$ cat config.mk
export PLATFORM = sky130hd
export DESIGN_NAME = sl_rx_fifo
export DESIGN_NICKNAME = d
export VERILOG_FILES = /design/src/rtl/sl_pkg.sv /design/src/rtl/sl_word_fifo.sv /design/src/rtl/sl_rx_fifo.sv
export SDC_FILE = /design/constraint.sdc
export NUM_CORES = 1
export LEC_CHECK = 0
export CORE_ASPECT_RATIO = 1.2
export CORE_MARGIN = 5
export CORE_UTILIZATION = 43
export CTS_BUF_LIST = sky130_fd_sc_hd__clkbuf_4 sky130_fd_sc_hd__clkbuf_8
export CTS_CLUSTER_DIAMETER = 120
export DETAILED_ROUTE_END_ITERATION = 6
export SLEW_MARGIN = 20
export SYNTH_ARGS = -nofsm -noshare
export SYNTH_HDL_FRONTEND = slang
export SYNTH_HIERARCHICAL = 1
export SYNTH_SLANG_ARGS = --single-unit
$ cat constraint.sdc
create_clock -name clk -period 5.79 [get_ports clk]
set_input_delay 1.158 -clock clk [delete_from_list [all_inputs] [get_ports clk]]
set_output_delay 1.158 -clock clk [all_outputs]
set_load 0.02 [all_outputs]
$ cat src/rtl/sl_pkg.sv
`default_nettype none
// ============================================================================
//  Module      : sl_pkg
//  Description : Shared constants for the SL serial-line receiver.
//                Holds the error codes carried with each FIFO entry, the FSM
//                state encoding and the synchronised line-pair symbol codes.
//  Revision    : 1.0  initial release
// ============================================================================
package sl_pkg;

    // Per-word error codes delivered on m_err
    localparam logic [2:0] ERR_OK      = 3'd0;
    localparam logic [2:0] ERR_LEN     = 3'd1;
    localparam logic [2:0] ERR_PAR     = 3'd2;
    localparam logic [2:0] ERR_LEVEL   = 3'd3;
    localparam logic [2:0] ERR_TIMEOUT = 3'd4;

    // Receiver FSM states
    localparam logic [2:0] ST_IDLE   = 3'd0;
    localparam logic [2:0] ST_PULSE  = 3'd1;
    localparam logic [2:0] ST_GAP    = 3'd2;
    localparam logic [2:0] ST_WAIT   = 3'd3;
    localparam logic [2:0] ST_RESYNC = 3'd4;

    // Line-pair symbols, encoded as {sl1, sl0}
    localparam logic [1:0] SYM_IDLE = 2'b11;
    localparam logic [1:0] SYM_ONE  = 2'b01;
    localparam logic [1:0] SYM_ZERO = 2'b10;
    localparam logic [1:0] SYM_STOP = 2'b00;

    // Data value carried by a symbol (only meaningful for ONE/ZERO)
    function automatic logic sym_bit(input logic [1:0] sym);
        return (sym == SYM_ONE);
    endfunction

endpackage
`default_nettype wire

$ cat src/rtl/sl_word_fifo.sv
`default_nettype none
// ============================================================================
//  Module      : sl_word_fifo
//  Description : DEPTH-entry synchronous FIFO holding decoded SL words with
//                their error codes. Head is presented combinationally from
//                storage; a push that meets a full FIFO is only written when
//                a pop happens on the same edge.
//  Ports       : clk, rst         clock / asynchronous active-high reset
//                i_push, i_data   write strobe and entry
//                i_pop            read strobe (caller ensures o_valid)
//                o_data, o_valid  head entry and non-empty flag
//                o_full, o_level  full flag and occupancy
//  Revision    : 1.0  initial release
// ============================================================================
module sl_word_fifo #(
    parameter int WIDTH = 35,
    parameter int DEPTH = 4
) (
    input  logic                       clk,
    input  logic                       rst,
    input  logic                       i_push,
    input  logic [WIDTH-1:0]           i_data,
    input  logic                       i_pop,
    output logic [WIDTH-1:0]           o_data,
    output logic                       o_valid,
    output logic                       o_full,
    output logic [$clog2(DEPTH+1)-1:0] o_level
);

    localparam int AW  = $clog2(DEPTH);
    localparam int LVW = $clog2(DEPTH+1);

    logic [WIDTH-1:0] r_mem_q [DEPTH];
    logic [AW-1:0]    r_wr_ptr_q, w_wr_ptr_d;
    logic [AW-1:0]    r_rd_ptr_q, w_rd_ptr_d;
    logic [LVW-1:0]   r_level_q,  w_level_d;
    logic             w_wr, w_rd;

    assign o_full  = (r_level_q == LVW'(DEPTH));
    assign o_valid = (r_level_q != '0);
    assign o_level = r_level_q;
    assign o_data  = r_mem_q[r_rd_ptr_q];

    // When full, a write is only legal if the head slot is freed on the same edge
    assign w_wr = i_push && (!o_full || i_pop);
    assign w_rd = i_pop && o_valid;

    always_comb begin
        w_wr_ptr_d = r_wr_ptr_q;
        w_rd_ptr_d = r_rd_ptr_q;
        w_level_d  = r_level_q;
        if (w_wr) begin
            w_wr_ptr_d = r_wr_ptr_q + AW'(1);
        end
        if (w_rd) begin
            w_rd_ptr_d = r_rd_ptr_q + AW'(1);
        end
        case ({w_wr, w_rd})
            2'b10:   w_level_d = r_level_q + LVW'(1);
            2'b01:   w_level_d = r_level_q - LVW'(1);
            default: w_level_d = r_level_q;
        endcase
    end

    always_ff @(posedge clk or posedge rst) begin
        if (rst) begin
            r_wr_ptr_q <= '0;
            r_rd_ptr_q <= '0;
            r_level_q  <= '0;
        end else begin
            r_wr_ptr_q <= w_wr_ptr_d;
            r_rd_ptr_q <= w_rd_ptr_d;
            r_level_q  <= w_level_d;
        end
    end

    // Storage needs no reset: it is only observed through o_valid
    always_ff @(posedge clk) begin
        if (w_wr) begin
            r_mem_q[r_wr_ptr_q] <= i_data;
        end
    end

endmodule
`default_nettype wire

$ cat src/rtl/sl_rx_fifo.sv
`default_nettype none
// ============================================================================
//  Module      : sl_rx_fifo
//  Description : SL two-wire serial-line receiver. Synchronises the zeroes/
//                ones lines, decodes words of 1..MAX_BITS bits (LSB first)
//                with optional odd parity and a STOP symbol, and queues one
//                entry {err, data} per word in an sl_word_fifo.
//  Ports       : clk, rst             clock / async active-high reset
//                sl0_i, sl1_i         SL zeroes / ones lines (async, idle 1)
//                rx_en                receiver enable
//                cfg_len, cfg_par_en  word length / odd parity enable
//                m_valid/m_ready/m_data/m_err   FIFO head, valid/ready pop
//                fifo_level           occupied entries
//                busy                 word in progress
//                ovf, ovf_clr         sticky drop flag and its clear
//  Options     : SL_RX_WATCHDOG_EN    enables the TIMEOUT stall watchdog
//  Revision    : 1.0  initial release
// ============================================================================
module sl_rx_fifo
    import sl_pkg::*;
#(
    parameter int MAX_BITS   = 32,
    parameter int DEPTH      = 4,
    parameter int STROBE_POS = 8,
    parameter int TIMEOUT    = 256
) (
    input  logic                          clk,
    input  logic                          rst,
    input  logic                          sl0_i,
    input  logic                          sl1_i,
    input  logic                          rx_en,
    input  logic [$clog2(MAX_BITS+1)-1:0] cfg_len,
    input  logic                          cfg_par_en,
    output logic                          m_valid,
    input  logic                          m_ready,
    output logic [MAX_BITS-1:0]           m_data,
    output logic [2:0]                    m_err,
    output logic [$clog2(DEPTH+1)-1:0]    fifo_level,
    output logic                          busy,
    output logic                          ovf,
    input  logic                          ovf_clr
);

    localparam int LW   = $clog2(MAX_BITS+1);
    localparam int CW   = LW + 1;                 // holds up to MAX_BITS+1 (data + parity)
    localparam int CNTW = $clog2(STROBE_POS+1);
    localparam int IW   = (MAX_BITS > 1) ? $clog2(MAX_BITS) : 1;
    localparam int FW   = MAX_BITS + 3;

    // ------------------------------------------------------------------
    // Line synchronisers (reset to the idle level)
    // ------------------------------------------------------------------
    logic r_sl0_meta_q, r_sl0_sync_q, r_sl1_meta_q, r_sl1_sync_q;
    logic [1:0] r_sym_prev_q;
    logic [1:0] w_sym;
    logic       w_start;

    always_ff @(posedge clk or posedge rst) begin
        if (rst) begin
            r_sl0_meta_q <= 1'b1;
            r_sl0_sync_q <= 1'b1;
            r_sl1_meta_q <= 1'b1;
            r_sl1_sync_q <= 1'b1;
            r_sym_prev_q <= SYM_IDLE;
        end else begin
            r_sl0_meta_q <= sl0_i;
            r_sl0_sync_q <= r_sl0_meta_q;
            r_sl1_meta_q <= sl1_i;
            r_sl1_sync_q <= r_sl1_meta_q;
            r_sym_prev_q <= w_sym;
        end
    end

    assign w_sym   = {r_sl1_sync_q, r_sl0_sync_q};
    // A bit starts when the line pair leaves the idle 11 code
    assign w_start = rx_en && (r_sym_prev_q == SYM_IDLE) && (w_sym != SYM_IDLE);

    // ------------------------------------------------------------------
    // Decoder state
    // ------------------------------------------------------------------
    logic [2:0]          r_state_q,   w_state_d;
    logic [CNTW-1:0]     r_cnt_q,     w_cnt_d;
    logic [CW-1:0]       r_bitcnt_q,  w_bitcnt_d;
    logic [MAX_BITS-1:0] r_data_q,    w_data_d;
    logic                r_par_q,     w_par_d;
    logic [LW-1:0]       r_len_q,     w_len_d;
    logic                r_paren_q,   w_paren_d;
    logic                r_open_q,    w_open_d;
    logic [1:0]          r_sym_lat_q, w_sym_lat_d;
    logic                r_ovf_q,     w_ovf_d;

    logic                w_push;
    logic [2:0]          w_push_err;
    logic [MAX_BITS-1:0] w_push_data;
    logic [LW-1:0]       w_len_eff;
    logic [CW-1:0]       w_target;
    logic [2:0]          w_stop_err;
    logic [IW-1:0]       w_bit_idx;
    logic                w_bit;
    logic                w_strobe;
    logic                w_pop;
    logic                w_full;
    logic [FW-1:0]       w_head;

`ifdef SL_RX_WATCHDOG_EN
    localparam int WDW = $clog2(TIMEOUT+1);
    logic [WDW-1:0]      r_wd_q, w_wd_d;
`else
    logic                w_unused_timeout;
    assign w_unused_timeout = (TIMEOUT == 0);
`endif

    // Lengths of 0 or beyond MAX_BITS mean "full width"
    assign w_len_eff  = ((cfg_len == '0) || (cfg_len > LW'(MAX_BITS))) ? LW'(MAX_BITS) : cfg_len;
    assign w_target   = {1'b0, r_len_q} + {{(CW-1){1'b0}}, r_paren_q};
    // r_par_q accumulates data and parity bits; odd parity leaves it at 1
    assign w_stop_err = (r_bitcnt_q != w_target)   ? ERR_LEN :
                        (r_paren_q && !r_par_q)    ? ERR_PAR : ERR_OK;
    assign w_bit_idx  = r_bitcnt_q[IW-1:0];
    assign w_bit      = sym_bit(w_sym);
    assign w_strobe   = (r_cnt_q == CNTW'(STROBE_POS));

    always_comb begin
        w_state_d   = r_state_q;
        w_cnt_d     = r_cnt_q;
        w_bitcnt_d  = r_bitcnt_q;
        w_data_d    = r_data_q;
        w_par_d     = r_par_q;
        w_len_d     = r_len_q;
        w_paren_d   = r_paren_q;
        w_open_d    = r_open_q;
        w_sym_lat_d = r_sym_lat_q;
        w_push      = 1'b0;
        w_push_err  = ERR_OK;
        w_push_data = '0;
`ifdef SL_RX_WATCHDOG_EN
        w_wd_d      = r_wd_q;
`endif

        case (r_state_q)
            ST_IDLE: begin
                if (w_start) begin
                    // Configuration is frozen for the whole word
                    w_len_d     = w_len_eff;
                    w_paren_d   = cfg_par_en;
                    w_bitcnt_d  = '0;
                    w_data_d    = '0;
                    w_par_d     = 1'b0;
                    w_open_d    = 1'b1;
                    w_sym_lat_d = w_sym;
                    w_cnt_d     = CNTW'(1);
                    w_state_d   = ST_PULSE;
                end
            end
            ST_PULSE: begin
                if (w_sym != r_sym_lat_q) begin
                    // Pulse ended or changed before the strobe
                    w_push     = 1'b1;
                    w_push_err = ERR_LEVEL;
                    w_cnt_d    = '0;
                    w_state_d  = ST_RESYNC;
                end else if (w_strobe) begin
                    if (w_sym == SYM_STOP) begin
                        w_push      = 1'b1;
                        w_push_err  = w_stop_err;
                        w_push_data = (w_stop_err == ERR_OK) ? r_data_q : '0;
                        w_open_d    = 1'b0;
                        w_state_d   = ST_GAP;
                    end else if (r_bitcnt_q >= w_target) begin
                        w_push     = 1'b1;
                        w_push_err = ERR_LEN;
                        w_cnt_d    = '0;
                        w_state_d  = ST_RESYNC;
                    end else begin
                        // Bits past cfg_len are the parity bit: counted, not stored
                        if (r_bitcnt_q < {1'b0, r_len_q}) begin
                            w_data_d[w_bit_idx] = w_bit;
                        end
                        w_par_d    = r_par_q ^ w_bit;
                        w_bitcnt_d = r_bitcnt_q + CW'(1);
                        w_state_d  = ST_GAP;
                    end
                end else begin
                    w_cnt_d = r_cnt_q + CNTW'(1);
                end
            end
            ST_GAP: begin
                if (w_sym == SYM_IDLE) begin
                    w_state_d = r_open_q ? ST_WAIT : ST_IDLE;
                end
            end
            ST_WAIT: begin
                if (w_start) begin
                    w_sym_lat_d = w_sym;
                    w_cnt_d     = CNTW'(1);
                    w_state_d   = ST_PULSE;
                end
            end
            ST_RESYNC: begin
                // Discard everything until a STOP is held through a full strobe interval
                if (w_sym != SYM_STOP) begin
                    w_cnt_d = '0;
                end else if (w_strobe) begin
                    w_open_d  = 1'b0;
                    w_state_d = ST_GAP;
                end else begin
                    w_cnt_d = r_cnt_q + CNTW'(1);
                end
            end
            default: begin
                w_state_d = ST_IDLE;
            end
        endcase

`ifdef SL_RX_WATCHDOG_EN
        if ((r_state_q == ST_GAP) || (r_state_q == ST_WAIT) || (r_state_q == ST_RESYNC)) begin
            if (w_sym != r_sym_prev_q) begin
                w_wd_d = '0;
            end else if (r_wd_q == WDW'(TIMEOUT-1)) begin
                w_push      = 1'b1;
                w_push_err  = ERR_TIMEOUT;
                w_push_data = '0;
                w_open_d    = 1'b0;
                w_wd_d      = '0;
                w_state_d   = ST_IDLE;
            end else begin
                w_wd_d = r_wd_q + WDW'(1);
            end
        end else begin
            w_wd_d = '0;
        end
`endif

        // Disable abandons any partial word without producing an entry
        if (!rx_en) begin
            w_state_d = ST_IDLE;
            w_push    = 1'b0;
            w_open_d  = 1'b0;
`ifdef SL_RX_WATCHDOG_EN
            w_wd_d    = '0;
`endif
        end
    end

    // Set wins over clear when a word is dropped in the same cycle
    assign w_ovf_d = (r_ovf_q && !ovf_clr) || (w_push && w_full && !w_pop);

    always_ff @(posedge clk or posedge rst) begin
        if (rst) begin
            r_state_q   <= ST_IDLE;
            r_cnt_q     <= '0;
            r_bitcnt_q  <= '0;
            r_data_q    <= '0;
            r_par_q     <= 1'b0;
            r_len_q     <= '0;
            r_paren_q   <= 1'b0;
            r_open_q    <= 1'b0;
            r_sym_lat_q <= SYM_IDLE;
            r_ovf_q     <= 1'b0;
`ifdef SL_RX_WATCHDOG_EN
            r_wd_q      <= '0;
`endif
        end else begin
            r_state_q   <= w_state_d;
            r_cnt_q     <= w_cnt_d;
            r_bitcnt_q  <= w_bitcnt_d;
            r_data_q    <= w_data_d;
            r_par_q     <= w_par_d;
            r_len_q     <= w_len_d;
            r_paren_q   <= w_paren_d;
            r_open_q    <= w_open_d;
            r_sym_lat_q <= w_sym_lat_d;
            r_ovf_q     <= w_ovf_d;
`ifdef SL_RX_WATCHDOG_EN
            r_wd_q      <= w_wd_d;
`endif
        end
    end

    // ------------------------------------------------------------------
    // Word FIFO
    // ------------------------------------------------------------------
    assign w_pop = m_valid && m_ready;

    sl_word_fifo #(
        .WIDTH (FW),
        .DEPTH (DEPTH)
    ) u_fifo (
        .clk     (clk),
        .rst     (rst),
        .i_push  (w_push),
        .i_data  ({w_push_err, w_push_data}),
        .i_pop   (w_pop),
        .o_data  (w_head),
        .o_valid (m_valid),
        .o_full  (w_full),
        .o_level (fifo_level)
    );

    // Head fields read as zero while empty
    assign m_data = m_valid ? w_head[MAX_BITS-1:0] : '0;
    assign m_err  = m_valid ? w_head[FW-1:MAX_BITS] : 3'd0;
    assign busy   = (r_state_q != ST_IDLE);
    assign ovf    = r_ovf_q;

endmodule
`default_nettype wire

==> out/results.tsv, run 1 <==
metric	value	unit
run_status	finished, final reports clean	
worstSkewPairLatency	0.50	ns
dr.first_iter.drc_count	296	
cts.repair.resized	0	
ys_types	68	
worst_hold_startpoint	r_sl0_meta_q$_DFF_PP1_	
worstHoldPathType	flip-flop to flip-flop	
net_switching_power_of_the_design	2.079	mW
cp_max_fo	29	
route.final.wire_length	19500	um
ir_worst_vdd	316.6	uV
tritoncts	yes	
final_core_util	49.88	%
postSynthCellCount	711	
area_growth_syn_to_layout	15.04	%
yosys_warnings	6	
number_of_global_route_vias_before_repair	6128	
post_drt_via_cell_ratio	5.425	
worst_clock_skew_on_the_final_layout	0.01484	ns
p_per_area	502.0	nW/um2
antenna_left	0	
fmaxAchievable	232.4	MHz
p_comb_share	41.9	%
fp.dieH	174.2	um
fillers	1863	
mostFrequentLayoutCell	sky130_fd_sc_hd__edfxtp_1	
p_seq_share	36.9	%
relSlewSlack	27.17	%
netSwitchingFraction	37.24	%
cts.repair_timing.setup_buffer_count	0	
criticalPathCategory	flip-flop to output pin	
worst_setup_margin	1.486	ns
globalRouteTotalUtil	15.60	%
core_area	22300	um2
antenna_violations_before_repair	0	
min_period_over_period	74.33	%
cts_root_buffer	sky130_fd_sc_hd__clkbuf_8	
drc_errors	0	
post_synth_mux_area_share	8.853	%
max_transition_viols_final	0	
placed_cells_incl_taps	1015	
cts_made_buffers	34	
cp.arrival	3.15	ns
route.vias.total	5832	
synth-seq-area-share	61.97	%
setup_viol_count_final	0	
ios	55	
edff_count_synth	140	
initial_core_util	43.36	%
global_route.usage.met3	2.894	%
std_cell_rows	60	
combinational_family_with_the_most_area_after_synthesis	simple AND/OR/NAND/NOR gates	
port-buffer-count	54	
design.die.area	25590	um2
most-common-layout-cells	sky130_fd_sc_hd__edfxtp_1, sky130_fd_sc_hd__and2_1, sky130_fd_sc_hd__dfrtp_1	
grt_setup_unrepaired	no	
post_synth_fa_ha_maj_area_fraction	3.572	%
worstSetupStartpoint	u_fifo/r_rd_ptr_q[0]$_DFFE_PP0P_	
synth_compound_area_share	9.591	%
grt_start_max_net_pins	65	
power_leakage	4.017	nW
synth_top_area_share	43.49	%
synth_area_per_cell	13.60	um2
power.share.clock	21.2	%
timing.max_cap.violations	0	
r2r-start	r_len_q[2]$_DFFE_PP0P_	
yosys.area_share.simple	11.71	%
grt_first_pass_wirelength	32350	um
ys_dominant_reg_cell	sky130_fd_sc_hd__edfxtp_1	
clock_path_buffers	3	
grt_ovf	0	
worstMarginPinSlew	1.090	ns
layout-drive-gt1-share	15.70	%
setup_crit_start_kind	flip-flop	
post-synth-top-area-cell	sky130_fd_sc_hd__edfxtp_1	
cts-hold-fix-buffers	0	
clk_pin_slew	0.06	ns
instances_no_fill	1075	
tns	0	ns
dp_hpwl	12400	um
avgRoutedWirePerCell	18.14	um
clock-sinks	211	
post_synthesis_instance_area	9667	um2
post_synth_xor_area_fraction	1.540	%
n_antenna_cell	0	
synth_top_cells_by_area	sky130_fd_sc_hd__edfxtp_1, sky130_fd_sc_hd__dfrtp_1, sky130_fd_sc_hd__mux4_2	
power.internal	3.503	mW
htreeDepth	2	
gpl.final_weighted_congestion	0.8670	
worstPathRequired	4.63	ns
die_w	146.9	um
crit_path_end_kind	output pin	
drt_pre_antenna_iters	5	
final_period_minus_worst_setup_slack	4.304	ns
async_flop_share	33.65	%
layout.nets	813	
global_route.peak_usage_layer	met2	
report.power.total	5.582	mW
synth.ff_latch_count	211	
dp_worst_setup_slack	1.740	ns
grt.met2_usage	27.22	%
timing.final.hold_violations	0	
grt_use_met1	19.17	%
[per-layer routing]
layer	share of wire (%)	vias up
met5	0	-
met4	2.1	0
met3	3.5	35
met2	52	108
met1	42	2916
li1	-	2773
[critical path: stages, from the launching register on]
cell and delay (ns):
sky130_fd_sc_hd__dfrtp_2 1.01, sky130_fd_sc_hd__buf_4 0.37, sky130_fd_sc_hd__mux4_2 0.52, sky130_fd_sc_hd__and2_1 0.17
sky130_fd_sc_hd__clkdlybuf4s50_1 0.54
[stage by stage]
step | area, um2 | hold slack, ns
after CTS | 11090 | 0.3575
after floorplan | 9678 | 0.3452
after global placement | 10450 | 0.3481
after global routing | 11120 | 0.3658
after detailed placement | 10460 | 0.3472
final | 11120 | 0.3551
[synth_stat cells (3+ instances only)]
| cell | instances |
|---|---|
| sky130_fd_sc_hd__nor3_2 | 3 |
| sky130_fd_sc_hd__nand3b_1 | 9 |
| sky130_fd_sc_hd__clkbuf_1 | 21 |
| sky130_fd_sc_hd__a21oi_1 | 38 |
| sky130_fd_sc_hd__buf_2 | 9 |
| sky130_fd_sc_hd__o21ai_0 | 49 |
| sky130_fd_sc_hd__and2_2 | 4 |
| sky130_fd_sc_hd__inv_1 | 28 |
| sky130_fd_sc_hd__nor3_1 | 3 |
| sky130_fd_sc_hd__o21ai_1 | 34 |
| sky130_fd_sc_hd__mux4_2 | 35 |
| sky130_fd_sc_hd__xnor2_1 | 8 |
| sky130_fd_sc_hd__a2111oi_2 | 4 |
| sky130_fd_sc_hd__xor2_1 | 9 |
| sky130_fd_sc_hd__nor2_1 | 31 |
| sky130_fd_sc_hd__mux2i_1 | 3 |
| sky130_fd_sc_hd__dfstp_2 | 8 |
| sky130_fd_sc_hd__buf_4 | 3 |
| sky130_fd_sc_hd__nand2_1 | 25 |
| sky130_fd_sc_hd__and3_1 | 3 |
| sky130_fd_sc_hd__ha_1 | 26 |
| sky130_fd_sc_hd__or3b_1 | 6 |
| sky130_fd_sc_hd__nor2b_1 | 3 |
| sky130_fd_sc_hd__dfrtp_1 | 63 |
| sky130_fd_sc_hd__and2_1 | 71 |
| sky130_fd_sc_hd__buf_1 | 3 |
| sky130_fd_sc_hd__nand2b_1 | 7 |
| sky130_fd_sc_hd__or4_1 | 5 |
| sky130_fd_sc_hd__edfxtp_1 | 140 |
| sky130_fd_sc_hd__nand3_1 | 13 |
[flip-flops by register name, summed over array words and instances, names as in the netlist, 3 cells and up]
register	count
r_bitcnt_q	7
r_cnt_q	4
r_data_q	32
r_len_q	6
r_state_q	3
u_fifo/o_level	3
u_fifo/r_mem_q	140
[cell families (layout without fill, tap and decap cells)]
logic type,after synthesis,in the layout
buffers and inverters,64,146
other,1,4
AOI/OAI and AO/OA,154,154
and+or+nand+nor,196,196
xor gates and xnor gates,17,17
DFF,211,211
muxes,41,41
adders and majority gates,27,27
[final timing paths]
kind / endpoint / slack (ns) / cells after the start
min reg2reg: r_sl0_sync_q$_DFF_PP1_ / 0.36 / 0
max in group asynchronous: r_bitcnt_q[5]$_DFFE_PP0P_ / 3.98 / 3
max reg2reg: u_fifo/r_mem_q[3][7]$_DFFE_PP_ / 1.67 / 13
max: m_data[8] / 1.49 / 4
min: r_sl0_sync_q$_DFF_PP1_ / 0.36 / 0
min in group asynchronous: u_fifo/o_level[2]$_DFFE_PP0P_ / 0.96 / 2
[power groups by stage]
stage / clock network (mW) / logic [mW] / registers (mW)
final: 1.18 / 2.34 / 2.06
after global routing: 1.30 / 2.58 / 2.10
after CTS: 1.23 / 2.33 / 2.07
after detailed placement: 0 / 2.32 / 2.10
after global placement: 0 / 2.28 / 2.08
after floorplan: 0 / 1.67 / 1.96
[area by class of cell]
class | count | area, um2 | share of cell area, %
Clock buffer | 45 | 556.8 | 5.007
Sequential cell | 211 | 5992 | 53.88
Tap cell | 279 | 349.1 | 3.139
Multi-Input combinational cell | 439 | 3476 | 31.26
Clock inverter | 15 | 71.32 | 0.6413
Timing Repair Buffer | 58 | 570.5 | 5.130
Inverter | 28 | 105.1 | 0.9451
Note: power is estimated with default switching activity, not from simulation.
==> run 2: changes to the inputs <==
==> constraint.sdc (replaced) <==
create_clock -name clk -period 3.9 [get_ports clk]
set_input_delay 0.78 -clock clk [delete_from_list [all_inputs] [get_ports clk]]
set_output_delay 0.78 -clock clk [all_outputs]
set_load 0.02 [all_outputs]
==> run 2 against run 1 <==
Worst hold slack improved by 0.0041 ns. Sequential cell count unchanged. Via count increased by 2.2%. Clock power increased by 57%. Non-clock buffer count increased by 14. Total power increased by 52%. Critical endpoint is now u_fifo/o_level[2]$_DFFE_PP0P_. Largest power group unchanged.
==> out/results.tsv, run 2 (synthesized netlist as in run 1, its figures left out) <==
metric	value	unit
cp_max_fo	7	
layout-drive-gt1-share	17.86	%
fmaxAchievable	276.5	MHz
grt_ovf	0	
drt_pre_antenna_iters	4	
cp.arrival	4.04	ns
htreeDepth	2	
cts.repair_timing.setup_buffer_count	0	
largest_register_ff_count	140	
final_core_util	50.34	%
timing.max_cap.violations	0	
route.vias.total	5959	
relSlewSlack	31.69	%
criticalPathCategory	flip-flop to flip-flop	
globalRouteTotalUtil	16.12	%
std_cell_rows	60	
largest_register	u_fifo/r_mem_q	
timing.final.hold_violations	0	
n_antenna_cell	0	
crit_path_end_kind	flip-flop	
setup_viol_count_final	0	
worst_clock_skew_on_the_final_layout	0.01647	ns
max_transition_viols_final	0	
antenna_left	0	
post_drt_via_cell_ratio	5.462	
fp.dieH	174.2	um
placed_cells_incl_taps	1029	
avgRoutedWirePerCell	18.41	um
grt_setup_unrepaired	no	
die_w	146.9	um
area_growth_syn_to_layout	16.11	%
grt_start_max_net_pins	39	
worst-r2r-setup-slack	0.28	ns
crit_path_cell_trace	ha_1 -> ha_1 -> xnor2_1 -> ha_1 -> and2_1 -> a221o_1 -> a211oi_2 -> nor2_1 -> nor2_1 -> nor2_1 -> o21a_4 -> inv_1 -> ha_1 -> inv_1 -> fa_1 -> xor2_1 -> nor2_1 -> xor2_1	
worst_hold_startpoint	r_sl1_meta_q$_DFF_PP1_	
dp_hpwl	13110	um
grt_first_pass_wirelength	33320	um
fillers	1929	
run_status	finished, final reports clean	
global_route.usage.met3	3.155	%
critical-path-top-delay-family	adder cells	
route.final.wire_length	20080	um
initial_core_util	43.36	%
timing.critical_path.slowest_cell_delay	0.40	ns
design.die.area	25590	um2
grt.met2_usage	29.00	%
crit_slowest_cell	sky130_fd_sc_hd__dfrtp_1	
min_period_over_period	92.74	%
antenna_violations_before_repair	0	
worstSkewPairLatency	0.51	ns
number_of_global_route_vias_before_repair	6509	
grt_use_met1	18.72	%
gpl.final_weighted_congestion	0.8253	
core_area	22300	um2
design_area	11220	um2
most-common-layout-cells	sky130_fd_sc_hd__edfxtp_1, sky130_fd_sc_hd__and2_1, sky130_fd_sc_hd__dfrtp_1	
tritoncts	yes	
drc_errors	0	
instances_no_fill	1091	
cts-hold-fix-buffers	0	
mostFrequentLayoutCell	sky130_fd_sc_hd__edfxtp_1	
worstHoldPathType	flip-flop to flip-flop	
ios	55	
cts_root_buffer	sky130_fd_sc_hd__clkbuf_8	
ir_worst_vdd	430.4	uV
layout.nets	828	
port-buffer-count	54	
setup_crit_start_kind	flip-flop	
min_delay_path_depth	0	
worstPathRequired	4.33	ns
p_per_area	753.8	nW/um2
global_route.peak_usage_layer	met2	
rr_worst_depth	18	
cts_made_buffers	35	
r2r-end	u_fifo/o_level[2]$_DFFE_PP0P_	
worst-path-buf-inv	2	
final_period_minus_worst_setup_slack	3.617	ns
clock-sinks	211	
regs_by_ff_count	u_fifo/r_mem_q: 140 flops, r_data_q: 32 flops, r_bitcnt_q: 7 flops	
r2r-start	r_len_q[0]$_DFFE_PP0P_	
hold_path_end	r_sl1_sync_q$_DFF_PP1_	
worstMarginPinSlew	1.025	ns
area_after_dpl	10550	um2
tns	0	ns
report.power.total	8.461	mW
dr.first_iter.drc_count	279	
clock_path_buffers	3	
clk_pin_slew	0.05	ns
power_leakage	4.102	nW
[run 2: cell types whose count changed in the layout (fill, tap and decap cells not counted), sizes merged]
cell,before,now
clkbuf,45,52
clkinv,13,8
clkinvlp,0,1
inv,30,29
buf,4,18
[run 2: final cells by class]
class | instances | area (um2) | share of cell area [%]
Sequential cell | 211 | 5992 | 53.38
Multi-Input combinational cell | 439 | 3425 | 30.51
Timing Repair Buffer | 72 | 675.6 | 6.019
Clock buffer | 52 | 628.1 | 5.596
Tap cell | 279 | 349.1 | 3.110
Inverter | 28 | 105.1 | 0.9364
Clock inverter | 10 | 50.05 | 0.4459
[run 2: how the worst max path moves through the flow]
stage                                    end  depth (start not counted)                   start
6_report       u_fifo/o_level[2]$_DFFE_PP0P_                         18  r_len_q[0]$_DFFE_PP0P_
5_1_grt        u_fifo/o_level[2]$_DFFE_PP0P_                         18  r_len_q[0]$_DFFE_PP0P_
4_1_cts        u_fifo/o_level[2]$_DFFE_PP0P_                         18  r_len_q[0]$_DFFE_PP0P_
3_5_place_dp   u_fifo/o_level[2]$_DFFE_PP0P_                         18  r_len_q[0]$_DFFE_PP0P_
3_3_place_gp   u_fifo/o_level[2]$_DFFE_PP0P_                         18  r_len_q[0]$_DFFE_PP0P_
2_1_floorplan  u_fifo/o_level[2]$_DFFE_PP0P_                         18  r_len_q[0]$_DFFE_PP0P_
[run 2: per-layer routing]
metal  share of wire, %  routed length, um
met4                2.9                575
met5                  0                  0
met1                 39               7865
met2                 54              10750
met3                4.4                889
[run 2: stage by stage]
step                      setup slack (ns)  hold slack, ns
final                               0.2833          0.3592
after CTS                           0.2065          0.3596
after floorplan                     0.2827          0.3452
after global placement              0.2517          0.3496
after global routing               0.02883          0.3612
after detailed placement            0.2167          0.3475
[run 2: worst reg2reg max path, stage by stage (launching register included)]
cell	delay [ns]
sky130_fd_sc_hd__dfrtp_1	0.40
sky130_fd_sc_hd__ha_1	0.21
sky130_fd_sc_hd__ha_1	0.21
sky130_fd_sc_hd__xnor2_1	0.13
sky130_fd_sc_hd__ha_1	0.28
sky130_fd_sc_hd__and2_1	0.17
sky130_fd_sc_hd__a221o_1	0.35
sky130_fd_sc_hd__a211oi_2	0.26
sky130_fd_sc_hd__nor2_1	0.09
sky130_fd_sc_hd__nor2_1	0.16
sky130_fd_sc_hd__nor2_1	0.07
sky130_fd_sc_hd__o21a_4	0.14
sky130_fd_sc_hd__inv_1	0.06
sky130_fd_sc_hd__ha_1	0.17
sky130_fd_sc_hd__inv_1	0.06
sky130_fd_sc_hd__fa_1	0.37
sky130_fd_sc_hd__xor2_1	0.15
sky130_fd_sc_hd__nor2_1	0.11
sky130_fd_sc_hd__xor2_1	0.15
[run 2: power by group]
group | leakage (nW) | internal, mW | switching [mW]
Sequential | 2.16 | 2.72 | 0.238
Combinational | 1.58 | 1.63 | 2.02
Clock | 0.362 | 1.03 | 0.820
Total | 4.10 | 5.38 | 3.08
[run 2: repair_timing]
item                                    4_1_cts  5_1_grt
resized for setup                             0        0
endpoints found under the hold margin         0        0
endpoints found under the setup margin        0        1
